**config.mk**
```make
export PLATFORM = sky130hd
export DESIGN_NAME = manchester_decoder_flat
export DESIGN_NICKNAME = d
export VERILOG_FILES = /design/src/rtl/manchester_pkg.sv /design/src/rtl/manchester_decoder_if.sv /design/src/rtl/manchester_decoder_line_sync.sv /design/src/rtl/manchester_decoder.sv /design/src/flat_wrapper.sv
export SDC_FILE = /design/constraint.sdc
export NUM_CORES = 1
export LEC_CHECK = 0
export BUFFER_PORTS_ARGS = -buffer_cell sky130_fd_sc_hd__buf_2
export CORE_UTILIZATION = 45
export CTS_CLUSTER_DIAMETER = 120
export DETAILED_ROUTE_END_ITERATION = 10
export PLACE_DENSITY = 0.61
export SETUP_SLACK_MARGIN = 0.4
export SLEW_MARGIN = 20
export SYNTH_ARGS = -nofsm -noshare
export SYNTH_HDL_FRONTEND = slang
export SYNTH_HIERARCHICAL = 1
export SYNTH_SLANG_ARGS = --single-unit
```
**constraint.sdc**
```tcl
create_clock -name clk -period 2.1 [get_ports clk]
set_clock_uncertainty 0.1 [all_clocks]
set_input_delay 0.315 -clock clk [delete_from_list [all_inputs] [get_ports clk]]
set_output_delay 0.315 -clock clk [all_outputs]
set_load 0.05 [all_outputs]
```
**src/rtl/manchester_pkg.sv**
```systemverilog
`default_nettype none
// ============================================================================
//  Module   : manchester_pkg
//  Brief    : Shared types and phase constants for the Manchester receiver.
//  Revision : 1.0  initial release
// ============================================================================
package manchester_pkg;

  // Receiver state: waiting for line quiet, armed for start edge, in frame
  typedef enum logic [1:0] {
    QUIET = 2'd0,
    IDLE  = 2'd1,
    DATA  = 2'd2
  } state_e;

  // Default oversampling ratio and derived sample points
  localparam int unsigned OSR_DEFAULT    = 8;
  localparam int unsigned DATA_W_DEFAULT = 8;
  localparam int unsigned QTR            = OSR_DEFAULT / 4;
  localparam int unsigned A_PHASE        = 3 * OSR_DEFAULT / 4;
  localparam int unsigned B_PHASE        = OSR_DEFAULT / 4;

  // First-half sample point for an arbitrary oversampling ratio
  function automatic int unsigned a_phase(input int unsigned osr);
    return (3 * osr) / 4;
  endfunction

  // Second-half sample point for an arbitrary oversampling ratio
  function automatic int unsigned b_phase(input int unsigned osr);
    return osr / 4;
  endfunction

  // Phase counter width
  function automatic int unsigned phase_width(input int unsigned osr);
    return (osr > 1) ? $clog2(osr) : 1;
  endfunction

  // Bit counter width (must hold the value DATA_W itself)
  function automatic int unsigned bitcnt_width(input int unsigned data_w);
    return $clog2(data_w + 1);
  endfunction

endpackage : manchester_pkg
`default_nettype wire

```
**src/rtl/manchester_decoder_if.sv**
```systemverilog
`default_nettype none
// ============================================================================
//  Module   : manchester_decoder_if
//  Brief    : Line input, sample tick and decoded-word outputs of the receiver.
//  Revision : 1.0  initial release
// ============================================================================
interface manchester_decoder_if #(
  parameter int unsigned DATA_W = 8
);
  logic              sample_en;
  logic              line_i;
  logic [DATA_W-1:0] data_o;
  logic              valid_o;
  logic              err_o;
  logic              busy_o;

  // Driver side: supplies the tick and the serial line, observes results
  modport master (
    output sample_en, line_i,
    input  data_o, valid_o, err_o, busy_o
  );

  // Receiver side
  modport slave (
    input  sample_en, line_i,
    output data_o, valid_o, err_o, busy_o
  );
endinterface : manchester_decoder_if
`default_nettype wire

```
**src/rtl/manchester_decoder_line_sync.sv**
```systemverilog
`default_nettype none
// ============================================================================
//  Module   : line_sync
//  Brief    : Two-flop synchronizer for the asynchronous line plus a
//             tick-gated history register for rising-edge detection.
//  Revision : 1.0  initial release
// ============================================================================
module line_sync (
  input  logic clk,
  input  logic rst,
  input  logic sample_en_i,
  input  logic line_i,
  output logic level_o,
  output logic rise_o
);

  logic meta_q;
  logic sync_q;
  logic prev_q;

  // Synchronizer runs every clk so metastability settling never waits on a tick
  always_ff @(posedge clk) begin
    if (rst) begin
      meta_q <= 1'b0;
      sync_q <= 1'b0;
    end else begin
      meta_q <= line_i;
      sync_q <= meta_q;
    end
  end

  // Previous-tick level; edges are defined between consecutive sample ticks
  always_ff @(posedge clk) begin
    if (rst) begin
      prev_q <= 1'b0;
    end else if (sample_en_i) begin
      prev_q <= sync_q;
    end
  end

  assign level_o = sync_q;
  assign rise_o  = sync_q & ~prev_q;

endmodule : line_sync
`default_nettype wire

```
**src/rtl/manchester_decoder.sv**
```systemverilog
`default_nettype none
// ============================================================================
//  Module   : manchester_decoder
//  Brief    : Oversampled Manchester receiver (1 = low->high mid-bit).
//             Waits for OSR quiet ticks, locks to the start bit's mid-bit
//             rising edge, then samples each bit at 3/4 and 1/4 phase.
//  Revision : 1.0  initial release
// ============================================================================
module manchester_decoder
  import manchester_pkg::*;
#(
  parameter int unsigned DATA_W = 8,
  parameter int unsigned OSR    = 8
) (
  input  logic                 clk,
  input  logic                 rst,
  manchester_decoder_if.slave  bus
);

  localparam int unsigned PH_W = phase_width(OSR);
  localparam int unsigned BC_W = bitcnt_width(DATA_W);
  localparam int unsigned QC_W = $clog2(OSR + 1);

  localparam logic [PH_W-1:0] PH_A    = PH_W'(a_phase(OSR));
  localparam logic [PH_W-1:0] PH_B    = PH_W'(b_phase(OSR));
  localparam logic [PH_W-1:0] PH_LAST = PH_W'(OSR - 1);
  localparam logic [QC_W-1:0] QC_LAST = QC_W'(OSR - 1);
  localparam logic [BC_W-1:0] BC_FULL = BC_W'(DATA_W);

  logic level;
  logic rise;

  state_e            state_q,  state_d;
  logic [PH_W-1:0]   phase_q,  phase_d;
  logic [BC_W-1:0]   bitcnt_q, bitcnt_d;
  logic [QC_W-1:0]   qcnt_q,   qcnt_d;
  logic              a_q,      a_d;
  logic              aseen_q,  aseen_d;
  logic [DATA_W-1:0] shift_q,  shift_d;
  logic [DATA_W-1:0] data_q,   data_d;
  logic              valid_q,  valid_d;
  logic              err_q,    err_d;

  line_sync u_line_sync (
    .clk         (clk),
    .rst         (rst),
    .sample_en_i (bus.sample_en),
    .line_i      (bus.line_i),
    .level_o     (level),
    .rise_o      (rise)
  );

  // State and datapath registers
  always_ff @(posedge clk) begin
    if (rst) begin
      state_q  <= QUIET;
      phase_q  <= '0;
      bitcnt_q <= '0;
      qcnt_q   <= '0;
      a_q      <= 1'b0;
      aseen_q  <= 1'b0;
      shift_q  <= '0;
      data_q   <= '0;
      valid_q  <= 1'b0;
      err_q    <= 1'b0;
    end else begin
      state_q  <= state_d;
      phase_q  <= phase_d;
      bitcnt_q <= bitcnt_d;
      qcnt_q   <= qcnt_d;
      a_q      <= a_d;
      aseen_q  <= aseen_d;
      shift_q  <= shift_d;
      data_q   <= data_d;
      valid_q  <= valid_d;
      err_q    <= err_d;
    end
  end

  // Next-state logic: quiet detection, start lock, per-bit half sampling
  always_comb begin
    state_d  = state_q;
    phase_d  = phase_q;
    bitcnt_d = bitcnt_q;
    qcnt_d   = qcnt_q;
    a_d      = a_q;
    aseen_d  = aseen_q;
    shift_d  = shift_q;
    data_d   = data_q;
    valid_d  = 1'b0;
    err_d    = 1'b0;

    unique case (state_q)
      QUIET: begin
        if (bus.sample_en) begin
          if (level) begin
            qcnt_d = '0;
          end else if (qcnt_q == QC_LAST) begin
            qcnt_d  = '0;
            state_d = IDLE;
          end else begin
            qcnt_d = qcnt_q + 1'b1;
          end
        end
      end

      IDLE: begin
        // The rising edge is the middle of the start '1': phase 0
        if (bus.sample_en && rise) begin
          state_d  = DATA;
          phase_d  = '0;
          bitcnt_d = '0;
          aseen_d  = 1'b0;
          shift_d  = '0;
        end
      end

      DATA: begin
        if (bitcnt_q == BC_FULL) begin
          data_d  = shift_q;
          valid_d = 1'b1;
          state_d = QUIET;
          qcnt_d  = '0;
        end else if (bus.sample_en) begin
          phase_d = (phase_q == PH_LAST) ? '0 : phase_q + 1'b1;
          if (phase_d == PH_A) begin
            a_d     = level;
            aseen_d = 1'b1;
          end else if (phase_d == PH_B && aseen_q) begin
            // The B point right after the start edge has no A yet; skip it
            aseen_d = 1'b0;
            if (a_q == level) begin
              err_d    = 1'b1;
              state_d  = QUIET;
              qcnt_d   = '0;
              bitcnt_d = '0;
              shift_d  = '0;
            end else begin
              shift_d  = {shift_q[DATA_W-2:0], level};
              bitcnt_d = bitcnt_q + 1'b1;
            end
          end
        end
      end

      default: begin
        state_d = QUIET;
      end
    endcase
  end

  assign bus.data_o  = data_q;
  assign bus.valid_o = valid_q;
  assign bus.err_o   = err_q;
  assign bus.busy_o  = (state_q == DATA);

endmodule : manchester_decoder
`default_nettype wire

```
**src/flat_wrapper.sv**
```systemverilog
// flat-port wrapper written by rule: the top's interface ports become plain ports
module manchester_decoder_flat import manchester_pkg::*;
#(
  parameter int unsigned DATA_W = 8,
  parameter int unsigned OSR    = 8
)
  (clk, rst, bus_sample_en, bus_line_i, bus_data_o, bus_valid_o, bus_err_o, bus_busy_o);
  manchester_decoder_if #(.DATA_W(DATA_W)) bus_i ();
  input  logic clk;
  input  logic rst;
  input wire logic [$bits(bus_i.sample_en)-1:0] bus_sample_en;
  input wire logic [$bits(bus_i.line_i)-1:0] bus_line_i;
  output wire logic [$bits(bus_i.data_o)-1:0] bus_data_o;
  output wire logic [$bits(bus_i.valid_o)-1:0] bus_valid_o;
  output wire logic [$bits(bus_i.err_o)-1:0] bus_err_o;
  output wire logic [$bits(bus_i.busy_o)-1:0] bus_busy_o;
  assign bus_i.sample_en = bus_sample_en;
  assign bus_i.line_i = bus_line_i;
  assign bus_data_o = bus_i.data_o;
  assign bus_valid_o = bus_i.valid_o;
  assign bus_err_o = bus_i.err_o;
  assign bus_busy_o = bus_i.busy_o;
  manchester_decoder #(.DATA_W(DATA_W), .OSR(OSR)) u_core (.clk(clk), .rst(rst), .bus(bus_i));
endmodule
```
Word level (Yosys, flattened, before mapping)
Cells that the tools add are included.
{"block": "totals", "reg_bits": 36, "latch_bits": 0, "ram_bits": 0, "mem_bits_ro": 0, "input_bits": 4, "output_inout_bits": 11, "word_cells": 103, "memories": 0}
{"block": "op_classes", "addsub": 3, "n_mul": 0, "div_mod_pow": 0, "magnitude_cmp": 0, "n_eq_ne": 21, "shifts": 0, "mux": 46, "n_bitwise": 6, "n_reduce_logical": 14}
{"op": "two-way mux 4 bit", "count": 14}
{"op": "two-way mux 8 bit", "count": 6}
{"op": "two-way mux 2 bit", "count": 9}
{"op": "case mux 4 bit (2 select lines)", "count": 2}
{"op": "case mux 8 bit (2 select lines)", "count": 1}
{"op": "two-way mux 3 bit", "count": 4}
{"op": "AND reduction 6 bit", "count": 2}
{"op": "inequality test 2 bit, second input constant", "count": 5}
{"op": "inequality test 3 x 1 -> 1 bit, second input constant", "count": 3}
{"op": "adder 4 x 1 -> 4 bit, second input constant", "count": 2}
{"op": "AND reduction 4 bit", "count": 2}
{"op": "AND reduction 8 bit", "count": 1}
{"op": "two-way mux 1 bit", "count": 7}
{"op": "equality test 3 bit, second input constant", "count": 2}
{"op": "inequality test 2 x 1 -> 1 bit, second input constant", "count": 3}
{"op": "inequality test 3 x 2 -> 1 bit, second input constant", "count": 2}
{"op": "case mux 2 bit (3 select lines)", "count": 1}
{"op": "case mux 3 bit (2 select lines)", "count": 1}
{"op": "OR reduction 6 bit", "count": 1}
{"op": "inverter 1 bit", "count": 5}
{"op": "AND reduction 5 bit", "count": 1}
{"op": "equality test 4 x 3 -> 1 bit, second input constant", "count": 1}
{"op": "equality test 4 bit, second input constant", "count": 1}
{"op": "nonzero test 2 bit", "count": 2}
{"op": "11 further kinds", "count": 12}

Logic depth before layout (Yosys ltp)
{"block": "depth", "depth_word": 9, "ltp_mapped": 7, "mapped_depth_nobuf": 6}

Modules after synthesis
The synthesis kept the hierarchy.
{"mod": "manchester_decoder", "instances": 1, "cells_each": 170, "area_per_inst_um2": 1505.2, "seq_area_each_um2": 660.6}
{"mod": "line_sync", "instances": 1, "cells_each": 8, "area_per_inst_um2": 92.6, "seq_area_each_um2": 60.1}

Worst setup path before layout
Ideal clock, no wire load.
{"block": "synth_timing", "path_type": "register to register", "startpoint": "register u_core.phase_q[0]", "endpoint": "register u_core.bitcnt_q[3]", "setup_time_ns": 0.074, "arrival_ns": 1.719, "required_ns": 1.926, "slack_ns": 0.207, "stages_incl_launch_ff": 7, "path_buffers": 0, "synth_period_minus_slack_ns": 1.893, "cell_sequence": "dfxtp_1 > ha_1 > ha_1 > and4b_1 > and3_4 > or3_4 > a31oi_2"}
{"block": "synth_via", "elab_chain_len": 6, "elab_cells_between_ends": 9, "classes_between": "add/sub (1); eq/ne (5); mux (1); reduce/logical (2)"}
{"element": "start: declaration", "line": "manchester_decoder.sv:34", "rtl": "logic [PH_W-1:0] phase_q, phase_d;"}
{"element": "start signal: assignment", "line": "manchester_decoder.sv:68", "rtl": "phase_q <= phase_d;"}
{"element": "adder 3 x 1 -> 3 bit or equality test 3 bit (tied branches)", "line": "manchester_decoder.sv:125", "rtl": "phase_d = (phase_q == PH_LAST) ? '0 : phase_q + 1'b1;"}
{"element": "two-way mux 3 bit (*)", "line": "manchester_decoder.sv:125"}
{"element": "equality test 3 x 2 -> 1 bit", "line": "manchester_decoder.sv:129", "rtl": "end else if (phase_d == PH_B && aseen_q) begin"}
{"element": "logical AND 1 bit", "line": "manchester_decoder.sv:129"}
{"element": "inequality test 2 x 1 -> 1 bit (no source line)"}
{"element": "AND reduction 6 bit (no source line) (*)"}
{"element": "end signal: assignment", "line": "manchester_decoder.sv:69", "rtl": "bitcnt_q <= bitcnt_d;"}
{"element": "end: declaration", "line": "manchester_decoder.sv:35", "rtl": "logic [BC_W-1:0] bitcnt_q, bitcnt_d;"}
Mark *: on every way between the ends. The rest lies on a longest branch, timed or not.
A chain may end at the register's enable or synchronous reset.

Worst setup path after layout
Ends and elaborated chain as after synthesis.

==> flow_metrics.env <==
export IMPL_outcome="finished, final reports clean"
export IMPL_drive_gt1_frac=0.352
export IMPL_num_nets_final=226
export IMPL_maxCapViolations=0
export IMPL_ant_nets=0
export IMPL_synth_seq_cells=36
export IMPL_vdd_ir_drop_max_uv=444
export IMPL_dieArea_mm2=0.00379
export IMPL_wl_per_cell_um=13.8
export IMPL_clock_sinks=36
export IMPL_tightest_slew_ps=539
export IMPL_die_w_um=61.6
export IMPL_path_class="register to register"
export IMPL_cp_max_fo=4
export IMPL_critPathArrivalTime_ps=2120
export IMPL_cts_htree_levels=2
export IMPL_drt_pass1_iter_count=4
export IMPL_holdWs_ps=71.6
export IMPL_drc_errors=0
export IMPL_fin_crit_sh=0.917
export IMPL_syn_nets=189
export IMPL_design_core_area_mm2=0.00336
export IMPL_syn_cell_area_mm2=0.00160
export IMPL_hold_violations=0
export IMPL_crit_required_ps=2300
export IMPL_r2r_start="u_core/phase_q[0]"
export IMPL_gp_congestion=0.729
export IMPL_min_path_type="input port to register"
export IMPL_max_freq_mhz=520
export IMPL_path_clk_slew_ps=120
export IMPL_antenna_found_initial=0
export IMPL_clockRootBuffer="clkbuf_4"
export IMPL_rsz0062_at_grt="true"
export IMPL_setup_violations=0
export IMPL_syn_mean_instance_area_um2=8.98
export IMPL_drt_total_wl_mm=3.62
export IMPL_cp_endpoint="u_core/bitcnt_q[3]"
export IMPL_drtIter0Drc=63
export IMPL_cp_end_kind="register"
export IMPL_rrSetupSlack_ps=180
export IMPL_crit_start="u_core/phase_q[0]"
export IMPL_synth_cells=178
export IMPL_multi_input_area_um2=920
export IMPL_final_util=0.621
export IMPL_syn2layout_area_growth_pct=30.8
export IMPL_critPathLaunchType="register"
export IMPL_clk_latency_ps=350
export IMPL_p_per_area_mw_per_mm2=585
export IMPL_fillers=325
export IMPL_cts_tree="done"
export IMPL_seqCellArea_um2=733
export IMPL_place_hpwl_mm=2.30
export IMPL_gr_total_overflow=0
export IMPL_mostFrequentLayoutCell="dfxtp_1"
export IMPL_grt_max_degree=21
export IMPL_clock_path_buffers=2
export IMPL_r2r_end="u_core/bitcnt_q[3]"
export IMPL_rows=21
export IMPL_antennaDiodeCount=0
export IMPL_cts_made_buffers=5
export IMPL_drv_slew=0
export IMPL_layout_common_cells="dfxtp_1 (30), nand2_1 (23), buf_4 (20)"
export IMPL_synth_distinct_cells=38
export IMPL_grt_pass1_wl_mm=5.73
export IMPL_yosysWarnings=6
export IMPL_p_leak_nw=0.759
export IMPL_vias=1424
export IMPL_io_pins=15
export IMPL_start_util=0.475
export IMPL_drt_vias_per_instance=5.44
export IMPL_portBuffers=14
export IMPL_cts_hold_buffers_added=0
export IMPL_fin_setup_tns_ps=0
export IMPL_slew_headroom=0.635
export IMPL_period_minus_slack_ps=1920
export IMPL_yosysSeqAreaShare=0.451
export IMPL_grt_pass1_vias=1280
export IMPL_rr_worst_depth=6
export IMPL_die_h_um=61.6
export IMPL_grtUsageTotal=0.211
area by class of cell:
| cell class | count | area share |
|---|---|---|
| Sequential cell | 36 | 0.351 |
| Tap cell | 46 | 0.0275 |
| Multi-Input combinational cell | 128 | 0.440 |
| Clock buffer | 5 | 0.0180 |
| Clock inverter | 3 | 0.0204 |
| Inverter | 6 | 0.0132 |
| Timing Repair Buffer | 38 | 0.130 |
through the flow:
| stage | std cells | instance area, µm² | worst slack, ps | total power [mW] |
|---|---|---|---|---|
| finish | 262 | 2090 | 175 | 1.22 |
| global route | 262 | 2090 | 128 | 1.27 |
| CTS | 256 | 2010 | 207 | 1.23 |
| detailed placement | 239 | 1790 | 209 | 0.746 |
| global placement | 239 | 1790 | 239 | 0.745 |
| floorplan | 178 | 1630 | 278 | 0.731 |
registers in the layout (all words and copies together) (netlist names):
| signal | cells |
|---|---|
| u_core/bitcnt_q | 4 |
| u_core/u_line_sync/meta_q | 1 |
| u_core/phase_q | 3 |
| u_core/aseen_q | 1 |
| u_core/qcnt_q | 4 |
| u_core/u_line_sync/level_o | 1 |
| u_core/bus.valid_o | 1 |
| u_core/bus.data_o | 8 |
| u_core/shift_q | 8 |
| u_core/u_line_sync/prev_q | 1 |
| u_core/bus.err_o | 1 |
| u_core/state_q | 2 |
| u_core/a_q | 1 |
report_power, final:
group | leakage [nW] | internal, mW | switching (mW)
Clock | 0.0412 | 0.248 | 0.243
Sequential | 0.294 | 0.686 | 0.00521
Combinational | 0.423 | 0.0167 | 0.0236
Total | 0.759 | 0.950 | 0.271
worst max-delay path, cell delays in order (launching register included):
cell and delay, ps:
dfxtp_4 370, ha_4 160, ha_4 250, and4b_2 260, and3_4 200, or3_4 360, a31oi_2 160
kinds of logic after synthesis:
group / after synthesis / share of synthesized area
muxes: 2 / 0.0125
adders and majority gates: 7 / 0.0548
buffers and inverters: 14 / 0.0392
AOI/OAI and AO/OA: 48 / 0.178
DFF: 36 / 0.451
and+or+nand+nor: 71 / 0.265
repair_timing:
action | CTS | global route
pin swaps | 6 | 14
endpoints found under the hold margin | 0 | 0
setup buffers | 8 | 6
gates resized for setup | 25 | 14
cloned | 1 | 0
endpoints found under the setup margin | 19 | 25
layer usage:
metal	routed length, µm	up-vias	part of all wire	global-route usage
met1	1630	668	0.45	0.258
met3	144	9	0.040	0.0441
li1	-	714	-	-
met4	64	0	0.018	0.105
met2	1780	33	0.49	0.350
met5	0	-	0	0
synth_stat cells:
cell type | instances | share of area
dfxtp_1 | 36 | 0.45
nand2b_4 | 1 | 0.0086
or4b_1 | 1 | 0.0063
nor2_1 | 5 | 0.012
or3b_1 | 1 | 0.0055
o21ai_0 | 18 | 0.056
nand2_1 | 23 | 0.054
buf_6 | 1 | 0.0070
and2_1 | 1 | 0.0039
nand2b_1 | 1 | 0.0039
or3_1 | 1 | 0.0039
mux2i_1 | 2 | 0.013
and4b_1 | 1 | 0.0063
nor2b_1 | 3 | 0.012
a31oi_1 | 2 | 0.0078
o21ai_1 | 1 | 0.0031
o31ai_1 | 2 | 0.0094
ha_1 | 7 | 0.055
buf_2 | 2 | 0.0063
or3_4 | 1 | 0.0070
a311oi_1 | 1 | 0.0055
a31oi_2 | 2 | 0.016
and3b_1 | 1 | 0.0055
inv_1 | 5 | 0.012
and3_4 | 1 | 0.0070
a21oi_1 | 17 | 0.053
nor3_1 | 6 | 0.019
a211oi_1 | 3 | 0.014
or4_1 | 1 | 0.0047
nand3_1 | 3 | 0.0094
o211ai_2 | 1 | 0.0078
nor4b_1 | 3 | 0.016
nand3b_1 | 13 | 0.061
inv_2 | 1 | 0.0023
nand4_1 | 3 | 0.012
o21bai_1 | 1 | 0.0047
clkbuf_1 | 5 | 0.012
and4b_2 | 1 | 0.0070
worst min-delay path by stage:
stage	startpoint	endpoint	slack [ps]	depth (start not counted)
3_3_place_gp	u_core/u_line_sync/meta_q	u_core/u_line_sync/level_o	320	1
2_1_floorplan	rst	u_core/u_line_sync/level_o	290	1
4_1_cts	bus_line_i	u_core/u_line_sync/meta_q	70	2
6_report	bus_line_i	u_core/u_line_sync/meta_q	70	2
5_1_grt	bus_line_i	u_core/u_line_sync/meta_q	70	2
3_5_place_dp	u_core/u_line_sync/meta_q	u_core/u_line_sync/level_o	340	1
Note: power is estimated with default switching activity, not from simulation.
